===== config.mk =====
export PLATFORM = sky130hd
export DESIGN_NAME = shift_reg_tx_flat
export DESIGN_NICKNAME = d
export VERILOG_FILES = /design/src/rtl/shift_reg_tx_if.sv /design/src/rtl/shift_reg_tx.sv /design/src/flat_wrapper.sv
export SDC_FILE = /design/constraint.sdc
export NUM_CORES = 1
export LEC_CHECK = 0
export ABC_AREA = 1
export CORE_ASPECT_RATIO = 0.75
export CORE_MARGIN = 4
export CORE_UTILIZATION = 55
export DETAILED_ROUTE_END_ITERATION = 7
export PLACE_DENSITY_LB_ADDON = 0.25
export REMOVE_ABC_BUFFERS = 1
export SYNTH_ARGS = -nofsm -noshare
export SYNTH_HDL_FRONTEND = slang
export SYNTH_SLANG_ARGS = --single-unit

===== constraint.sdc =====
create_clock -name CLK -period 1.8 [get_ports CLK]
set_input_delay 0.36 -clock CLK [delete_from_list [all_inputs] [get_ports CLK]]
set_output_delay 0.36 -clock CLK [all_outputs]
set_load 0.005 [all_outputs]

===== src/rtl/shift_reg_tx_if.sv =====
// Parallel word handshake into the serial transmitter.
interface shift_reg_tx_if #(parameter int SIZE = 8);
  // A word moves when VALID && READY at a rising CLK edge; DATA matters only on that edge.
  logic [SIZE-1:0] DATA;
  logic            VALID;
  logic            READY;

  modport master (output DATA, output VALID, input READY);
  modport slave  (input DATA, input VALID, output READY);
endinterface


===== src/rtl/shift_reg_tx.sv =====
// MSB-first serial word transmitter with a one-word holding buffer, a per-bit
// sample strobe and a frame flag. Bit period is DIV clocks; GAP idle periods follow each word.
module shift_reg_tx #(
  parameter int SIZE = 8,
  parameter int DIV  = 4,
  parameter int GAP  = 1
) (
  input  logic          CLK,
  input  logic          RESET,
  shift_reg_tx_if.slave bus,
  output logic          OUT,
  output logic          EN,
  output logic          FRAME,
  output logic          BUSY,
  output logic [1:0]    dbg_state
);

  localparam int  GAP_LEN = GAP * DIV;
  localparam int  DIV_W   = (DIV > 1) ? $clog2(DIV) : 1;
  localparam int  BIT_W   = $clog2(SIZE);
  localparam int  GAP_W   = (GAP_LEN > 1) ? $clog2(GAP_LEN) : 1;
  localparam bit  HAS_GAP = (GAP > 0);

  typedef enum logic [1:0] {
    S_IDLE  = 2'd0,
    S_SHIFT = 2'd1,
    S_GAP   = 2'd2
  } state_t;

  state_t            state;
  logic [SIZE-1:0]   shifter;
  logic [SIZE-1:0]   hold;
  logic              hold_full;
  logic [DIV_W-1:0]  div_cnt;
  logic [BIT_W-1:0]  bit_cnt;
  logic [GAP_W-1:0]  gap_cnt;

  logic hs, div_last, bit_last, gap_last, word_end, load_direct, to_hold;

  assign bus.READY = !RESET && !hold_full;

  always_comb begin
    hs          = bus.VALID && bus.READY;
    div_last    = (div_cnt == DIV_W'(DIV - 1));
    bit_last    = (bit_cnt == BIT_W'(SIZE - 1));
    gap_last    = (gap_cnt == GAP_W'(GAP_LEN - 1));
    // The edge where the next word may start with no bubble cycle.
    word_end    = (state == S_SHIFT && div_last && bit_last && !HAS_GAP) ||
                  (state == S_GAP && gap_last);
    // A word arriving on that very edge with hold empty goes straight to the shifter.
    load_direct = word_end && !hold_full && hs;
    to_hold     = hs && (state != S_IDLE) && !load_direct;
  end

  always_ff @(posedge CLK) begin
    if (RESET) begin
      state     <= S_IDLE;
      shifter   <= '0;
      hold      <= '0;
      hold_full <= 1'b0;
      div_cnt   <= '0;
      bit_cnt   <= '0;
      gap_cnt   <= '0;
    end else begin
      case (state)
        S_IDLE: begin
          if (hs) begin
            shifter <= bus.DATA;
            div_cnt <= '0;
            bit_cnt <= '0;
            state   <= S_SHIFT;
          end
        end
        S_SHIFT: begin
          if (div_last) begin
            div_cnt <= '0;
            if (!bit_last) begin
              shifter <= {shifter[SIZE-2:0], 1'b0};
              bit_cnt <= bit_cnt + 1'b1;
            end else if (HAS_GAP) begin
              gap_cnt <= '0;
              state   <= S_GAP;
            end else if (hold_full) begin
              shifter <= hold;
              bit_cnt <= '0;
            end else if (hs) begin
              shifter <= bus.DATA;
              bit_cnt <= '0;
            end else begin
              state <= S_IDLE;
            end
          end else begin
            div_cnt <= div_cnt + 1'b1;
          end
        end
        S_GAP: begin
          if (gap_last) begin
            gap_cnt <= '0;
            div_cnt <= '0;
            bit_cnt <= '0;
            if (hold_full) begin
              shifter <= hold;
              state   <= S_SHIFT;
            end else if (hs) begin
              shifter <= bus.DATA;
              state   <= S_SHIFT;
            end else begin
              state <= S_IDLE;
            end
          end else begin
            gap_cnt <= gap_cnt + 1'b1;
          end
        end
        default: state <= S_IDLE;
      endcase

      if (to_hold) begin
        hold      <= bus.DATA;
        hold_full <= 1'b1;
      end else if (word_end && hold_full) begin
        hold_full <= 1'b0;
      end
    end
  end

  // Outputs decode registered state only; OUT is forced low outside a frame.
  assign OUT       = (state == S_SHIFT) && shifter[SIZE-1];
  assign EN        = (state == S_SHIFT) && div_last;
  assign FRAME     = (state == S_SHIFT);
  assign BUSY      = (state != S_IDLE) || hold_full;
  assign dbg_state = state;

endmodule


===== src/flat_wrapper.sv =====
// flat-port wrapper written by rule: the top's interface ports become plain ports
module shift_reg_tx_flat 
#(
  parameter int SIZE = 8,
  parameter int DIV  = 4,
  parameter int GAP  = 1
)
  (CLK, RESET, OUT, EN, FRAME, BUSY, dbg_state, bus_DATA, bus_VALID, bus_READY);
  shift_reg_tx_if #(.SIZE(SIZE)) bus_i ();
  input  logic CLK;
  input  logic RESET;
  output logic OUT;
  output logic EN;
  output logic FRAME;
  output logic BUSY;
  output logic [1:0] dbg_state;
  input wire logic [$bits(bus_i.DATA)-1:0] bus_DATA;
  input wire logic [$bits(bus_i.VALID)-1:0] bus_VALID;
  output wire logic [$bits(bus_i.READY)-1:0] bus_READY;
  assign bus_i.DATA = bus_DATA;
  assign bus_i.VALID = bus_VALID;
  assign bus_READY = bus_i.READY;
  shift_reg_tx #(.SIZE(SIZE), .DIV(DIV), .GAP(GAP)) u_core (.CLK(CLK), .RESET(RESET), .bus(bus_i), .OUT(OUT), .EN(EN), .FRAME(FRAME), .BUSY(BUSY), .dbg_state(dbg_state));
endmodule

---- Yosys cells after proc, flatten, opt, wreduce, memory -nomap -nowiden ----
Index checks and enable logic that the tools add are counted.
word-level totals
  bits of input ports ..................... 11
  word-level logic and storage cells ...... 72
  output and inout bits ................... 7
  register bits ........................... 26
operators by class
  reduce and logical (&&, ||, !) cells .... 24
  multiplexer cells ....................... 28
  add/sub/neg operators ................... 3
  equal/unequal tests ..................... 10
operator list
  cell                   count
  $mux W8                5
  $pmux W8 S3            1
  $mux W2                11
  $mux W3                4
  $pmux W2 S3            2
  $logic_and A1 B1 Y1    10
  $pmux W3 S3            1
  $ne A2 B1 Y1 const B   4
  $reduce_and A4 Y1      2
  $eq A2 B2 Y1 const B   3
  $reduce_and A3 Y1      2
  $reduce_bool A2 Y1     3
  $reduce_and A5 Y1      1
  $add A2 B1 Y2 const B  2
  $pmux W2 S2            1
  $add A3 B1 Y3 const B  1
  $eq A3 B3 Y1 const B   1
  $logic_not A1 Y1       3
  $mux W1                3
  $reduce_bool A3 Y1     1
  $eq A2 B1 Y1 const B   1
  $logic_not A2 Y1       1
  $ne A2 B2 Y1 const B   1
  $logic_or A1 B1 Y1     1

---- Depth between registers and ports, before layout ----
  word-level depth ........................ 7
  mapped depth ............................ 11
  mapped depth without buffers ............ 10

---- Least setup slack after synthesis ----
Ideal clock, no wire load.
  kind .................................... register -> register
  start point ............................. register u_core.state[0] (netlist: u_core.dbg_state[0])
  end point ............................... register u_core.shifter[1]
  data required time ...................... 1730 ps
  slack ................................... 222 ps
  cell stages (with the launch flop) ...... 10
  setup time .............................. 70 ps
  buffers on the path ..................... 0
  arrival time ............................ 1508 ps
  clock period less this slack ............ 1578 ps
  cells stage by stage .................... dfxtp_1 -> inv_1 -> ha_1 -> inv_2 -> nor2_1 -> nor2_4 -> nand2_1 -> nand2_2 -> nand2_1 -> a21oi_1
on the way
  cells in the longest elaborated chain, start to end .. 3
  elaborated cells on any way between the ends .. 9
  those cells by class .................... eq/ne (5); mux (1); reduce/logical (3)
RTL lines
  what                                                   line                RTL
  start: declaration                                     shift_reg_tx.sv:30  state_t state;
  start signal: assignment                               shift_reg_tx.sv:57  state <= S_IDLE;
  start signal: assignment                               shift_reg_tx.sv:71  state <= S_SHIFT;
  start signal: assignment                               shift_reg_tx.sv:82  state <= S_GAP;
  $eq A2 B2 Y1 (tied with other cells)                   shift_reg_tx.sv:65  case (state)
  $ne A2 B1 Y1 (no source line) (tied with other cells)  -
  $reduce_and A4 Y1 (no source line)                     -
  end signal: assignment                                 shift_reg_tx.sv:68  shifter <= bus.DATA;
  end signal: assignment                                 shift_reg_tx.sv:78  shifter <= {shifter[SIZE-2:0], 1'b0};
  end signal: assignment                                 shift_reg_tx.sv:84  shifter <= hold;
  end: declaration                                       shift_reg_tx.sv:31  logic [SIZE-1:0] shifter;
Parallel ways exist; a longest one is shown, timed or not.
A chain may end at the register's enable or synchronous reset.

---- Worst setup path in the final report ----
  start point ............................. register u_core.hold_full
  end point ............................... output port bus_READY
on the way
  cells in the longest elaborated chain, start to end .. 2
RTL lines
  what                      line                 RTL
  start: declaration        shift_reg_tx.sv:33   logic hold_full;
  start signal: assignment  shift_reg_tx.sv:60   hold_full <= 1'b0;
  start signal: assignment  shift_reg_tx.sv:119  hold_full <= 1'b1;
  start signal: assignment  shift_reg_tx.sv:121  hold_full <= 1'b0;
  $logic_not A1 Y1          shift_reg_tx.sv:40   assign bus.READY = !RESET && !hold_full;
  $logic_and A1 B1 Y1       shift_reg_tx.sv:40
  end: declaration          flat_wrapper.sv:19   output wire logic [$bits(bus_i.READY)-1:0] bus_READY;
Every way passes these cells.

==> impl_metrics.toml <==
[run_status]
outcome = "complete, no violations"

[sta]
clock_skew_ns = 0.005175
slew_viol_final = 0
finalCritPeriodShare_pct = 94.09
period_minus_slack_ns = 1.694
setup_viol = 0
rsz0062_at_grt = "false"
hold_slack_ns = 0.4572
worst_slack_ns = 0.1063
tightest_slew_ns = 0.2463
finalHoldViolations = 0
max_slew_margin_pct = 83.52
max_freq_mhz = 590.4

[placement]
dp_slack_ns = -0.1525
portBuffers = 17
placed_cells = 281
hpwl_mm = 2.479
place_congestion = 0.8553

[cts]
cts_buffer_depth = 2
cts_tree = "done"
cts.sinks = 26
clock_latency_ns = 0.27
cts_root_buf = "clkbuf_8"
clk_pin_slew_ns = 0.09
htree_num_levels = 1
cts_inserted_buffers = 3

[finish]
diodes = 0
fin_util_pct = 73.78
area_growth_pct = 25.90
fin_cells = 288
nFillCells = 230
drive_gt1_share_pct = 18.65
final_cell_mix = "54 x nand2_1, 35 x nor2_1, 23 x inv_1, 23 x dfxtp_1, 21 x a21oi_1"
final_nets = 273
final_common_cell = "nand2_1"

[route]
wl_per_cell_um = 12.24
ant_nets = 0
via_per_inst = 5.038
first_iter_violations = 99
drc = 0
first_pass_iters = 5
vias = 1451
drt-total-wl_mm = 3.526

[pwr]
switching_share_pct = 43.20
vdd_drop_max_v = 0.0008735
power.density_mw_per_mm2 = 1586
p_clk_share_pct = 15.8
switchingPower_mw = 1.346
seq_power_share_pct = 27.0
p_leak_nw = 0.9420
internal-power_mw = 1.769
pwr-share-comb_pct = 57.2
p_total_mw = 3.115

[yosys]
ys_types = 26
synth-seq-area-share_pct = 33.36
syn_inst = 223
ys.warnings.count = 0
syn_area_mm2 = 0.001560
async_reset_ff_share_pct = 0
synth_edf_count = 0
ys.flop_type = "dfxtp_1"
synth_seq_cells = 26
syn_area_per_cell_um2 = 6.997

[grt]
antenna_found_initial = 0
grt_start_max_net_pins = 16
grt_first_pass_wirelength_mm = 5.796
grt_overflow = 0
first_global_vias = 1328
track_usage_pct = 19.25

[floorplanning]
rows = 16
core_area_mm2 = 0.002663
die-width_um = 69.50
die_y_um = 54.13
dieArea_mm2 = 0.003762
pin_count = 18
initial_utilization_pct = 58.60

[worst_setup_path]
required_ns = 1.44
worst-path-max-fanout = 7
critPathLaunchType = "register"
end_kind = "primary output"
path_class = "register to primary output"
crit_arrival_ns = 1.33

[worst_hold_path]
hp-class = "register to register"

[run]
cap_viol_max_count = 0
-- stage by stage --
step | area [µm²] | TNS, ns
floorplan | 1503 | 0
global placement | 1813 | -0.9323
detailed placement | 1813 | -1.173
CTS | 1898 | -0.4017
global route | 1964 | 0
finish | 1964 | 0
-- timing repair --
item / in CTS / in global routing
hold buffers: 0 / 0
resized for setup: 5 / 14
setup endpoints to repair: 5 / 12
buffers inserted: 1 / 2
-- logic make-up (layout without fill, tap and decap cells) --
| kind of cell | after synthesis | in the layout | share of synthesized area (%) |
|---|---|---|---|
| AOI/OAI and AO/OA | 38 | 38 | 14.11 |
| adders and majority gates | 9 | 9 | 7.217 |
| buffers and inverters | 35 | 64 | 11.47 |
| DFF | 26 | 26 | 33.36 |
| and+or+nand+nor | 115 | 115 | 33.84 |
-- critical path, cell delays in order, from the launching register on --
cell and delay [ns]:
dfxtp_2 0.37, inv_2 0.10, nand2_4 0.05, inv_1 0.04, clkdlybuf4s50_1 0.49
-- registers in the layout, summed over array words and instances (netlist names) --
signal / cells
u_core.gap_cnt: 2
u_core.div_cnt: 2
u_core.shifter: 8
u_core.hold_full: 1
u_core.hold: 8
u_core.dbg_state: 2
u_core.bit_cnt: 3
-- per-layer routing --
layer	GRT usage, %	wire [µm]	vias to the layer above
met2	32.59	1541	42
met5	0	0	-
met3	4.664	214	6
li1	-	-	760
met1	24.94	1729	643
met4	5.195	40	0
-- path summary, 6_finish.rpt --
kind / endpoint / slack (ns) / from / cells past startpoint
worst max register to register: u_core.shifter[3]$_SDFFE_PP0P_ / 0.16 / u_core.dbg_state[1]$_SDFFE_PP0P_ / 8
worst min register to register: u_core.hold[3]$_SDFFE_PP0P_ / 0.46 / u_core.hold[3]$_SDFFE_PP0P_ / 2
worst max-delay path: bus_READY / 0.11 / u_core.hold_full$_SDFFE_PP0P_ / 4
worst min-delay path: u_core.hold[3]$_SDFFE_PP0P_ / 0.46 / u_core.hold[3]$_SDFFE_PP0P_ / 2
-- area by class of cell --
cell class	instances	area [µm²]	area share [%]
sequential	26	526.8	26.82
tap	36	45.04	2.293
clock buffer	3	41.29	2.102
clock inverter	1	30.03	1.529
multi-input combinational	162	900.9	45.86
inverter	29	123.9	6.306
timing repair buffer	31	296.5	15.10
-- synthesized netlist by cell type, types with 2 or more instances --
| master | n | share of area, % |
|---|---|---|
| a21oi_1 | 21 | 6.7 |
| buf_6 | 4 | 2.9 |
| dfxtp_1 | 26 | 33 |
| ha_1 | 9 | 7.2 |
| inv_1 | 25 | 6.0 |
| inv_2 | 3 | 0.72 |
| nand2_1 | 54 | 13 |
| nand2_2 | 2 | 0.80 |
| nand2_4 | 3 | 2.2 |
| nand3_1 | 14 | 4.5 |
| nor2_1 | 35 | 8.4 |
| o21ai_0 | 9 | 2.9 |
| o21ai_2 | 5 | 2.8 |
-- power groups by stage --
stage / clock network [mW] / logic (mW) / registers [mW]
finish: 0.491 / 1.78 / 0.842
global route: 0.514 / 1.98 / 0.856
floorplan: 0 / 1.06 / 0.821
global placement: 0 / 1.57 / 0.832
CTS: 0.496 / 1.66 / 0.822
detailed placement: 0 / 1.60 / 0.838
No activity file was read; power rests on OpenSTA's default activity.
